==> src/rtl/matmul_pkg.sv <==
// Shared definitions for the matrix-multiply blocks: FSM state encoding,
// a constant-evaluable clog2 and the flattened-bus element offset helper.
package matmul_pkg;

    typedef enum logic [2:0] {
        ST_IDLE  = 3'd0,
        ST_LOAD  = 3'd1,
        ST_MAC   = 3'd2,
        ST_WRITE = 3'd3,
        ST_DONE  = 3'd4
    } state_t;

    // Ceiling log2; clog2(1) = 0.
    function automatic int clog2(input int value);
        int res;
        int v;
        res = 0;
        v   = value - 1;
        while (v > 0) begin
            res = res + 1;
            v   = v >> 1;
        end
        return res;
    endfunction

    // LSB position of element (r,col) in a row-major rows x cols matrix whose
    // element [0][0] sits in the most-significant slot.
    function automatic int elem_lsb(input int r, input int col, input int rows,
                                    input int cols, input int ew);
        return (rows * cols - 1 - (r * cols + col)) * ew;
    endfunction

endpackage

==> src/rtl/matmul_seq_ctrl_mac.sv <==
// Shared unsigned multiply-accumulate unit. The accumulator is wide enough
// to hold the sum of K_DIM full-width products without wrapping.
module matmul_seq_ctrl_mac #(
    parameter int EW = 8,
    parameter int AW = 17
) (
    input  logic          clk,
    input  logic          rst_n,
    input  logic [EW-1:0] a,
    input  logic [EW-1:0] b,
    input  logic          clr,
    input  logic          en,
    output logic [AW-1:0] acc
);

    logic [2*EW-1:0] prod_s;
    logic [AW-1:0]   acc_r;

    // Full-width unsigned product of the current operand pair.
    always_comb begin
        prod_s = {{EW{1'b0}}, a} * {{EW{1'b0}}, b};
    end

    // Accumulator: clear has priority over accumulate.
    always_ff @(posedge clk or negedge rst_n) begin
        if (!rst_n) begin
            acc_r <= '0;
        end else if (clr) begin
            acc_r <= '0;
        end else if (en) begin
            acc_r <= acc_r + AW'(prod_s);
        end else begin
            acc_r <= acc_r;
        end
    end

    assign acc = acc_r;

endmodule

==> src/rtl/matmul_seq_ctrl.sv <==
// Sequential C = A x B using one shared MAC, one multiply-accumulate per
// cycle, with a start/busy/done handshake. Operands are latched in LOAD so
// the host may change the input buses while a product is in flight.
// Optional build macro MATMUL_SAT_EN: saturate each C element at 2^EW-1 and
// expose a sticky sat_flag output.
module matmul_seq_ctrl
    import matmul_pkg::*;
#(
    parameter int A_ROWS = 3,
    parameter int K_DIM  = 2,
    parameter int B_COLS = 6,
    parameter int EW     = 8
) (
    input  logic                         clk,
    input  logic                         rst_n,
    input  logic                         start,
    input  logic [A_ROWS*K_DIM*EW-1:0]   a_in,
    input  logic [K_DIM*B_COLS*EW-1:0]   b_in,
    output logic                         busy,
    output logic                         done,
    output logic [A_ROWS*B_COLS*EW-1:0]  c_out
`ifdef MATMUL_SAT_EN
    ,
    output logic                         sat_flag
`endif
);

    localparam int AW  = 2 * EW + clog2(K_DIM);
    localparam int IW  = (clog2(A_ROWS) > 0) ? clog2(A_ROWS) : 1;
    localparam int JW  = (clog2(B_COLS) > 0) ? clog2(B_COLS) : 1;
    localparam int KW  = (clog2(K_DIM)  > 0) ? clog2(K_DIM)  : 1;
    localparam int AOW = clog2(A_ROWS * K_DIM * EW);
    localparam int BOW = clog2(K_DIM * B_COLS * EW);
    localparam int COW = clog2(A_ROWS * B_COLS * EW);

    state_t                        state_r;
    state_t                        next_s;
    logic [A_ROWS*K_DIM*EW-1:0]    a_lat_r;
    logic [K_DIM*B_COLS*EW-1:0]    b_lat_r;
    logic [A_ROWS*B_COLS*EW-1:0]   c_r;
    logic [IW-1:0]                 i_r;
    logic [JW-1:0]                 j_r;
    logic [KW-1:0]                 k_r;
    logic                          busy_r;
    logic                          done_r;
    logic                          last_s;
    logic                          mac_clr_s;
    logic                          mac_en_s;
    logic [AOW-1:0]                a_off_s;
    logic [BOW-1:0]                b_off_s;
    logic [COW-1:0]                c_off_s;
    logic [EW-1:0]                 op_a_s;
    logic [EW-1:0]                 op_b_s;
    logic [AW-1:0]                 acc_s;
    logic [EW-1:0]                 res_s;
`ifdef MATMUL_SAT_EN
    logic                          ovf_s;
    logic                          sat_r;
`endif

    // Single shared multiply-accumulate unit.
    matmul_seq_ctrl_mac #(
        .EW (EW),
        .AW (AW)
    ) u_mac (
        .clk   (clk),
        .rst_n (rst_n),
        .a     (op_a_s),
        .b     (op_b_s),
        .clr   (mac_clr_s),
        .en    (mac_en_s),
        .acc   (acc_s)
    );

    // Operand selection, write-back position and element result.
    always_comb begin
        last_s    = (i_r == IW'(A_ROWS - 1)) && (j_r == JW'(B_COLS - 1));
        mac_clr_s = (state_r == ST_LOAD) || (state_r == ST_WRITE);
        mac_en_s  = (state_r == ST_MAC);
        a_off_s   = AOW'(elem_lsb(int'(i_r), int'(k_r), A_ROWS, K_DIM, EW));
        b_off_s   = BOW'(elem_lsb(int'(k_r), int'(j_r), K_DIM, B_COLS, EW));
        c_off_s   = COW'(elem_lsb(int'(i_r), int'(j_r), A_ROWS, B_COLS, EW));
        op_a_s    = a_lat_r[a_off_s +: EW];
        op_b_s    = b_lat_r[b_off_s +: EW];
`ifdef MATMUL_SAT_EN
        ovf_s     = |acc_s[AW-1:EW];
        if (ovf_s) begin
            res_s = {EW{1'b1}};
        end else begin
            res_s = acc_s[EW-1:0];
        end
`else
        res_s     = EW'(acc_s);
`endif
    end

    // Next-state logic for the IDLE/LOAD/MAC/WRITE/DONE sequence.
    always_comb begin
        next_s = state_r;
        case (state_r)
            ST_IDLE: begin
                if (start) begin
                    next_s = ST_LOAD;
                end else begin
                    next_s = ST_IDLE;
                end
            end
            ST_LOAD: next_s = ST_MAC;
            ST_MAC: begin
                if (k_r == KW'(K_DIM - 1)) begin
                    next_s = ST_WRITE;
                end else begin
                    next_s = ST_MAC;
                end
            end
            ST_WRITE: begin
                if (last_s) begin
                    next_s = ST_DONE;
                end else begin
                    next_s = ST_MAC;
                end
            end
            ST_DONE: next_s = ST_IDLE;
            default: next_s = ST_IDLE;
        endcase
    end

    // State register.
    always_ff @(posedge clk or negedge rst_n) begin
        if (!rst_n) begin
            state_r <= ST_IDLE;
        end else begin
            state_r <= next_s;
        end
    end

    // Registered handshake outputs, decoded from the state being entered.
    always_ff @(posedge clk or negedge rst_n) begin
        if (!rst_n) begin
            busy_r <= 1'b0;
            done_r <= 1'b0;
        end else begin
            busy_r <= (next_s == ST_LOAD) || (next_s == ST_MAC) || (next_s == ST_WRITE);
            done_r <= (next_s == ST_DONE);
        end
    end

    // Operand latches, index counters and C write-back.
    always_ff @(posedge clk or negedge rst_n) begin
        if (!rst_n) begin
            a_lat_r <= '0;
            b_lat_r <= '0;
            c_r     <= '0;
            i_r     <= '0;
            j_r     <= '0;
            k_r     <= '0;
        end else begin
            case (state_r)
                ST_LOAD: begin
                    a_lat_r <= a_in;
                    b_lat_r <= b_in;
                    c_r     <= '0;
                    i_r     <= '0;
                    j_r     <= '0;
                    k_r     <= '0;
                end
                ST_MAC: begin
                    if (k_r != KW'(K_DIM - 1)) begin
                        k_r <= k_r + KW'(1);
                    end else begin
                        k_r <= k_r;
                    end
                end
                ST_WRITE: begin
                    c_r[c_off_s +: EW] <= res_s;
                    k_r                <= '0;
                    if (j_r == JW'(B_COLS - 1)) begin
                        j_r <= '0;
                        i_r <= i_r + IW'(1);
                    end else begin
                        j_r <= j_r + JW'(1);
                    end
                end
                default: begin
                    c_r <= c_r;
                end
            endcase
        end
    end

`ifdef MATMUL_SAT_EN
    // Sticky saturation flag for the product in flight.
    always_ff @(posedge clk or negedge rst_n) begin
        if (!rst_n) begin
            sat_r <= 1'b0;
        end else if (state_r == ST_LOAD) begin
            sat_r <= 1'b0;
        end else if ((state_r == ST_WRITE) && ovf_s) begin
            sat_r <= 1'b1;
        end else begin
            sat_r <= sat_r;
        end
    end

    assign sat_flag = sat_r;
`endif

    assign busy  = busy_r;
    assign done  = done_r;
    assign c_out = c_r;

endmodule

==> config.mk <==
export PLATFORM = sky130hd
export DESIGN_NAME = matmul_seq_ctrl
export DESIGN_NICKNAME = d
export VERILOG_FILES = /design/src/rtl/matmul_pkg.sv /design/src/rtl/matmul_seq_ctrl_mac.sv /design/src/rtl/matmul_seq_ctrl.sv
export SDC_FILE = /design/constraint.sdc
export NUM_CORES = 1
export LEC_CHECK = 0
export CELL_PAD_IN_SITES_DETAIL_PLACEMENT = 0
export CELL_PAD_IN_SITES_GLOBAL_PLACEMENT = 1
export CORE_ASPECT_RATIO = 1.2
export CORE_UTILIZATION = 40
export CTS_BUF_LIST = sky130_fd_sc_hd__clkbuf_16
export DETAILED_ROUTE_END_ITERATION = 10
export PLACE_DENSITY = 0.79
export SYNTH_ARGS = -nofsm -noshare
export SYNTH_HDL_FRONTEND = slang
export SYNTH_SLANG_ARGS = --single-unit
==> constraint.sdc <==
create_clock -name clk -period 7.7 [get_ports clk]
set_clock_uncertainty 0.15 [all_clocks]
set_input_delay 1.925 -clock clk [delete_from_list [all_inputs] [get_ports clk]]
set_output_delay 1.925 -clock clk [all_outputs]
set_load 0.01 [all_outputs]
-- Word level (Yosys, flattened, before mapping)
Index checks and enable logic that the tools add are counted.
- flip-flop bits (word level): 316
- logic and storage cells: 62
- add/sub/neg operators: 11
- multiply operators: 3
- equal/unequal tests: 10
- shift-type cells: 4
- multiplexer cells: 14
- reduce and logical (&&, ||, !) cells: 10
- operators by type and width (cell ; number):
    144-bit one-hot mux with 2 select lines ; 1
    144-bit bitwise mux ; 1
    8-bit by 10-bit variable shift with 144-bit output, first input constant ; 1
    8-bit by 10-bit indexed part select with 144-bit output ; 1
    96-bit by 8-bit indexed part select with 8-bit output ; 1
    48-bit by 7-bit indexed part select with 8-bit output ; 1
    17-bit two-way mux ; 2
    17-bit by 16-bit adder with 17-bit output ; 1
    8-bit by 8-bit multiplier with 16-bit output ; 1
    3-bit by 2-bit == test with 1-bit output, second input constant ; 4
    3-bit one-hot mux with 4 select lines ; 1
    8-bit negation with 10-bit output ; 1
    3-bit by 1-bit == test with 1-bit output, second input constant ; 2
    3-bit == test, second input constant ; 2
    3-bit two-way mux ; 2
    3-bit one-hot mux with 2 select lines ; 1
    2-bit nonzero test ; 3
    5-bit by 3-bit adder with 5-bit output ; 1
    5-bit subtractor, first input constant ; 1
    4-bit by 3-bit adder with 4-bit output ; 1
    2-bit by 2-bit multiplier with 4-bit output, second input constant ; 1
    2-bit one-hot mux with 2 select lines ; 1
    4-bit subtractor, first input constant ; 1
    3-bit by 1-bit adder with 3-bit output ; 1
    other kinds (15) ; 19

-- Logic depth before layout (Yosys ltp)
Gate-level depths: netlist of run 1.
- word-level depth: 8
- gate-level depth with buffers: 25
- gate-level depth less buffers: 22

-- Modules after synthesis
A second synthesis of run 1 with hierarchy kept.
- cell total of the unflattened synthesis: 1728
- area, all modules: 16757.3 µm²
- modules (own cells, without submodules) (module ; instances ; cells an instance ; area each (µm²) ; seq. area each (µm²)):
    matmul_seq_ctrl ; 1 ; 1345 ; 13430.4 ; 7482.2
    matmul_seq_ctrl_mac ; 1 ; 383 ; 3326.9 ; 425.4

-- Least setup slack after synthesis of run 1
Ideal clock, no wire load.
- path kind: reg2reg
- start: register k_r
- end: register u_mac.acc_r[7], in the netlist u_mac.acc[7]
- setup time: 76 ps
- arrival: 5705 ps
- required time: 7474 ps
- setup slack: 1769 ps
- stages on the path, launching flop included: 24
- buffers on the path: 3
- period minus slack after synthesis: 5931 ps
- cell sequence: dfrtp_1 buf_2 inv_1 ha_1 fa_1 xnor2_1 clkbuf_1 and3_4 or3_1 clkbuf_1 o21ai_0 fa_1 inv_1 fa_1 inv_1 fa_1 fa_1 inv_1 ha_1 a21oi_1 xnor2_1 xnor2_1 xnor3_1 o21ai_1
- cells in the longest elaborated chain, start to end: 8
- elaborated cells between the ends (all ways): 11
- ends and longest elaborated chain (item ; line ; RTL):
    start, declared ; matmul_seq_ctrl.sv:43 ; logic [KW-1:0] k_r;
    start signal, assigned ; matmul_seq_ctrl.sv:169 ; k_r <= k_r + KW'(1);
    start signal, assigned ; matmul_seq_ctrl.sv:171 ; k_r <= k_r;
    1-bit by 2-bit multiplier with 3-bit output ; matmul_pkg.sv:30 ; return (rows * cols - 1 - (r * cols + col)) * ew;
    4-bit by 3-bit adder with 4-bit output ; matmul_pkg.sv:30 ;
    4-bit subtractor ; matmul_pkg.sv:30 ;
    96-bit by 8-bit indexed part select with 8-bit output ; matmul_seq_ctrl.sv:84 ; op_b_s = b_lat_r[b_off_s +: EW];
    8-bit by 8-bit multiplier with 16-bit output * ; matmul_seq_ctrl_mac.sv:21 ; prod_s = {{EW{1'b0}}, a} * {{EW{1'b0}}, b};
    17-bit by 16-bit adder with 17-bit output * ; matmul_seq_ctrl_mac.sv:31 ; acc_r <= acc_r + AW'(prod_s);
    17-bit two-way mux * ; matmul_seq_ctrl_mac.sv:30 ; end else if (en) begin
    17-bit two-way mux * ; matmul_seq_ctrl_mac.sv:28 ; end else if (clr) begin
    end signal, assigned ; matmul_seq_ctrl_mac.sv:31 ;
    end signal, assigned ; matmul_seq_ctrl_mac.sv:33 ; acc_r <= acc_r;
    end, declared ; matmul_seq_ctrl_mac.sv:17 ; logic [AW-1:0] acc_r;
Mark *: on every way between the ends. The rest lies on a longest branch, timed or not. The select of a mux whose other input is x is not followed.
A chain may end at the register's enable or synchronous reset.

-- Final worst setup path of run 1
- start: register j_r[1]
- end: register u_mac.acc_r[7], in the netlist u_mac.acc[7]
- cells in the longest elaborated chain, start to end: 7
- ends and longest elaborated chain (item ; line ; RTL):
    start, declared ; matmul_seq_ctrl.sv:42 ; logic [JW-1:0] j_r;
    start signal, assigned ; matmul_seq_ctrl.sv:181 ; j_r <= j_r + JW'(1);
    4-bit by 3-bit adder with 4-bit output ; matmul_pkg.sv:30 ;
    4-bit subtractor ; matmul_pkg.sv:30 ;
    96-bit by 8-bit indexed part select with 8-bit output ; matmul_seq_ctrl.sv:84 ;
    8-bit by 8-bit multiplier with 16-bit output ; matmul_seq_ctrl_mac.sv:21 ;
    17-bit by 16-bit adder with 17-bit output ; matmul_seq_ctrl_mac.sv:31 ;
    17-bit two-way mux ; matmul_seq_ctrl_mac.sv:30 ;
    17-bit two-way mux ; matmul_seq_ctrl_mac.sv:28 ;
Every way passes these cells. The select of a mux whose other input is x is not followed.

==> impl_metrics.prom, run 1 <==
# TYPE chip_impl_metric gauge
chip_impl_info{name="outcome",value="finished, final reports clean"} 1
chip_impl_metric{name="post_drt_via_cell_ratio",unit=""} 4.992
chip_impl_metric{name="cts_hold_buffers",unit=""} 0
chip_impl_metric{name="transition_time_at_the_pin_with_the_least_slew_margin",unit="ns"} 1.143
chip_impl_metric{name="timing.critical_path.arrival",unit="ns"} 6.92
chip_impl_info{name="worstSetupEndpointType",value="flip-flop"} 1
chip_impl_info{name="yosys.cell_count.top_type",value="nand2_1"} 1
chip_impl_metric{name="hold_violations",unit=""} 0
chip_impl_info{name="ys_top_cells_by_count",value="637 x nand2_1, 307 x dfrtp_1, 110 x mux2i_1"} 1
chip_impl_metric{name="die_w",unit="um"} 178.5
chip_impl_metric{name="yosys_warnings",unit=""} 0
chip_impl_metric{name="first_global_vias",unit=""} 11562
chip_impl_metric{name="fill_cells",unit=""} 3397
chip_impl_metric{name="maxSlewViolCount",unit=""} 0
chip_impl_info{name="synth_top_flop_cell",value="dfrtp_1"} 1
chip_impl_metric{name="post_synth_instance_area",unit="um2"} 14950
chip_impl_metric{name="core-area",unit="um2"} 36800
chip_impl_metric{name="cts_made_buffers",unit=""} 31
chip_impl_info{name="synth.largest_area_cell",value="dfrtp_1"} 1
chip_impl_metric{name="clk_latency",unit="ns"} 0.56
chip_impl_metric{name="number_of_instances_in_the_placed_design",unit=""} 2241
chip_impl_metric{name="finalSetupViolCount",unit=""} 0
chip_impl_metric{name="fraction_of_layout_cells_with_a_size_suffix_above_1",unit=""} 0.05924
chip_impl_metric{name="required",unit="ns"} 8.04
chip_impl_metric{name="grt_util_all_layers",unit=""} 0.2117
chip_impl_metric{name="num_antenna_cells",unit=""} 0
chip_impl_metric{name="post_cts.repair.setup_buffers",unit=""} 0
chip_impl_metric{name="fin_crit_sh",unit=""} 0.8542
chip_impl_metric{name="detail_route.iter0.violations",unit=""} 755
chip_impl_metric{name="drv_cap",unit=""} 0
chip_impl_metric{name="cts_buffer_depth",unit=""} 3
chip_impl_metric{name="synth.yosys.seq_area_share",unit=""} 0.5139
chip_impl_metric{name="antenna_violating_nets_remaining",unit=""} 0
chip_impl_info{name="worstSetupStartpointType",value="flip-flop"} 1
chip_impl_metric{name="remaining_drc_errors",unit=""} 0
chip_impl_metric{name="die_h",unit="um"} 213.8
chip_impl_metric{name="postSynthRegisterBits",unit=""} 307
chip_impl_info{name="crit_type",value="flip-flop to flip-flop"} 1
chip_impl_metric{name="grt_pass1_wl",unit="um"} 63220
chip_impl_metric{name="nNetsFinal",unit=""} 1999
chip_impl_metric{name="die_area",unit="um2"} 38160
chip_impl_metric{name="clock_transition_at_the_registers_of_the_reported_paths",unit="ns"} 0.07
chip_impl_metric{name="synth-edff-count",unit=""} 0
chip_impl_metric{name="syn-num-nets",unit=""} 1749
chip_impl_metric{name="max_slew_margin",unit=""} 0.2366
chip_impl_metric{name="ios",unit=""} 293
chip_impl_metric{name="vias",unit=""} 11466
chip_impl_metric{name="gr-total-overflow",unit=""} 0
chip_impl_metric{name="totalNegativeSetupSlack",unit="ns"} 0
chip_impl_metric{name="seqCellArea",unit="um2"} 7684
chip_impl_metric{name="critical_path_peak_fanout",unit=""} 27
chip_impl_metric{name="max_clock_freq",unit="GHz"} 0.1520
chip_impl_info{name="rsz0062_at_grt",value="false"} 1
chip_impl_metric{name="clock-sinks",unit=""} 307
chip_impl_info{name="clock-root-buffer",value="clkbuf_16"} 1
chip_impl_info{name="hold_path_class",value="flip-flop to flip-flop"} 1
chip_impl_info{name="tritoncts",value="done"} 1
chip_impl_metric{name="grt_max_degree",unit=""} 164
chip_impl_metric{name="final_cell_count_no_fill",unit=""} 2297
chip_impl_metric{name="synth_cell_types",unit=""} 52
chip_impl_metric{name="gp_routability_congestion",unit=""} 0.8484
chip_impl_metric{name="hpwlAfterDp",unit="um"} 28740
chip_impl_metric{name="htreeDepth",unit=""} 1
chip_impl_metric{name="placement_rows",unit=""} 77
chip_impl_metric{name="port_buffers",unit=""} 292
chip_impl_metric{name="period_minus_slack",unit="ns"} 6.578
chip_impl_info{name="synth.area.top_cells",value="dfrtp_1 51%, nand2_1 16%, mux2i_1 7.4%, mux4_2 3.0%, fa_1 2.8%"} 1
chip_impl_metric{name="area_growth",unit="%"} 28.57
chip_impl_metric{name="routed_wl",unit="um"} 40120
chip_impl_metric{name="area_occupied_by_multi_input_gates",unit="um2"} 6685
chip_impl_metric{name="synth_cells",unit=""} 1550
chip_impl_metric{name="wire_per_inst",unit="um"} 17.47
chip_impl_metric{name="initial_utilization",unit=""} 0.4062
chip_impl_metric{name="synth.avg_cell_area",unit="um2"} 9.646
chip_impl_metric{name="yosysTopAreaCellShare",unit=""} 0.5139
chip_impl_metric{name="drt_pass_1_iters",unit=""} 5
chip_impl_metric{name="ys_async_sr_fraction",unit=""} 1.000
chip_impl_metric{name="antenna_found_initial",unit=""} 0
chip_impl_metric{name="cts_resized",unit=""} 0
[kinds of logic (layout without fill, tap and decap cells)]
family                   count (synthesis)  after routing  share of synthesized area
AO/OA/AOI/OAI                          111            111                    0.04636
XOR/XNOR                                20             20                    0.01356
adder cells (fa/ha/maj)                 52             52                    0.05406
buffers and inverters                  144            417                    0.03967
flip-flops                             307            307                     0.5139
multiplexers                           144            144                     0.1224
AND/OR/NAND/NOR                        772            772                     0.2101
[layer usage]
layer  vias up  GRT usage  routed length (um)
li1       5534          -                   -
met1      5619     0.2870               17870
met2       281     0.3645               20140
met3        32    0.02270                1576
met4         0    0.04793                 525
met5         -          0                   0
[area by class of cell]
| type | count | share of cell area |
|---|---|---|
| clock buffers | 31 | 0.04036 |
| flip-flops and latches | 307 | 0.3997 |
| multi-input cells | 1099 | 0.3478 |
| repair buffers | 307 | 0.1588 |
| well taps | 474 | 0.03085 |
| inverters | 54 | 0.01054 |
| clock inverters | 25 | 0.01191 |
[worst max-delay path, stage by stage, from the launching register on]
cell and delay [ns]:
dfrtp_1 0.41, inv_1 0.08, ha_1 0.29, buf_4 0.26, fa_1 0.46, xnor2_1 0.74, and3_1 0.35, or3_1 0.24
nand2_1 0.10, fa_1 0.52, inv_1 0.05, fa_1 0.45, ha_1 0.29, inv_1 0.05, fa_1 0.53, inv_1 0.07
fa_1 0.45, a21o_1 0.18, a21oi_1 0.18, xnor2_1 0.16, xnor2_1 0.15, xnor3_1 0.23, o21ai_1 0.13
[state kept, by name, indices dropped and copies added (netlist names)]
signal / count
c_out: 144
b_lat_r: 96
a_lat_r: 48
u_mac.acc: 8
j_r: 3
state_r: 3
i_r: 2
busy: 1
done: 1
k_r: 1
[metrics by stage]
step | instance area (um2) | worst slack, ns | hold WS (ns) | utilization
CTS | 19220 | 1.082 | 0.3238 | 0.5223
detailed placement | 18220 | 1.107 | 0.3072 | 0.4950
global placement | 18220 | 1.307 | 0.3007 | 0.4950
floorplan | 14950 | 1.769 | 0.2873 | -
finish | 19220 | 1.122 | 0.3184 | 0.5223
global route | 19220 | 0.7330 | 0.3384 | 0.5223
[cell usage in the layout, fill, tap and decap left out, types with 5 or more instances in the layout]
master | netlist | final
nand2_1 | 637 | 637
xor2_1 | 5 | 5
and3_1 | 14 | 14
and2_1 | 8 | 8
o21ai_0 | 60 | 60
nand2b_1 | 10 | 10
nand3_1 | 56 | 56
mux4_2 | 20 | 20
clkbuf_16 | 0 | 31
buf_4 | 2 | 14
a2bb2oi_1 | 5 | 5
mux2_2 | 6 | 6
mux2i_1 | 110 | 110
inv_1 | 54 | 59
xnor2_1 | 13 | 13
mux4_1 | 8 | 8
clkdlybuf4s50_1 | 0 | 291
o21ai_1 | 8 | 8
dfrtp_1 | 307 | 306
nor2_1 | 13 | 12
ha_1 | 31 | 31
a21oi_1 | 12 | 12
nor3_1 | 6 | 6
fa_1 | 21 | 21
nor2b_1 | 13 | 13
clkinv_2 | 0 | 7
[worst paths after layout]
path	cells after the start	endpoint	from	slack, ns
worst max-delay path	22	u_mac.acc[7]	j_r[1]	1.12
worst min-delay path	2	b_lat_r[80]	b_lat_r[80]	0.32
worst max register to register	22	u_mac.acc[7]	j_r[1]	1.12
worst min register to register	2	b_lat_r[80]	b_lat_r[80]	0.32
max in group asynchronous	2	j_r[0]	rst_n	4.85
min in group asynchronous	1	c_out[3]	rst_n	1.17
Power of run 1 is not shown: default switching activity piles up to over one toggle a cycle in this logic, so the estimate is an artifact.
==> run 2, diff against run 1 <==
--- a/config.mk
+++ b/config.mk
@@ -11,6 +11,7 @@
 export CORE_UTILIZATION = 40
 export CTS_BUF_LIST = sky130_fd_sc_hd__clkbuf_16
 export DETAILED_ROUTE_END_ITERATION = 10
+export GPL_ROUTABILITY_DRIVEN = 0
 export PLACE_DENSITY = 0.79
 export SYNTH_ARGS = -nofsm -noshare
 export SYNTH_HDL_FRONTEND = slang
==> results of run 2 <==
Same layout as run 1: the final DEF is identical, and so are final timing and power.
Power of run 2 is left out for the same reason.
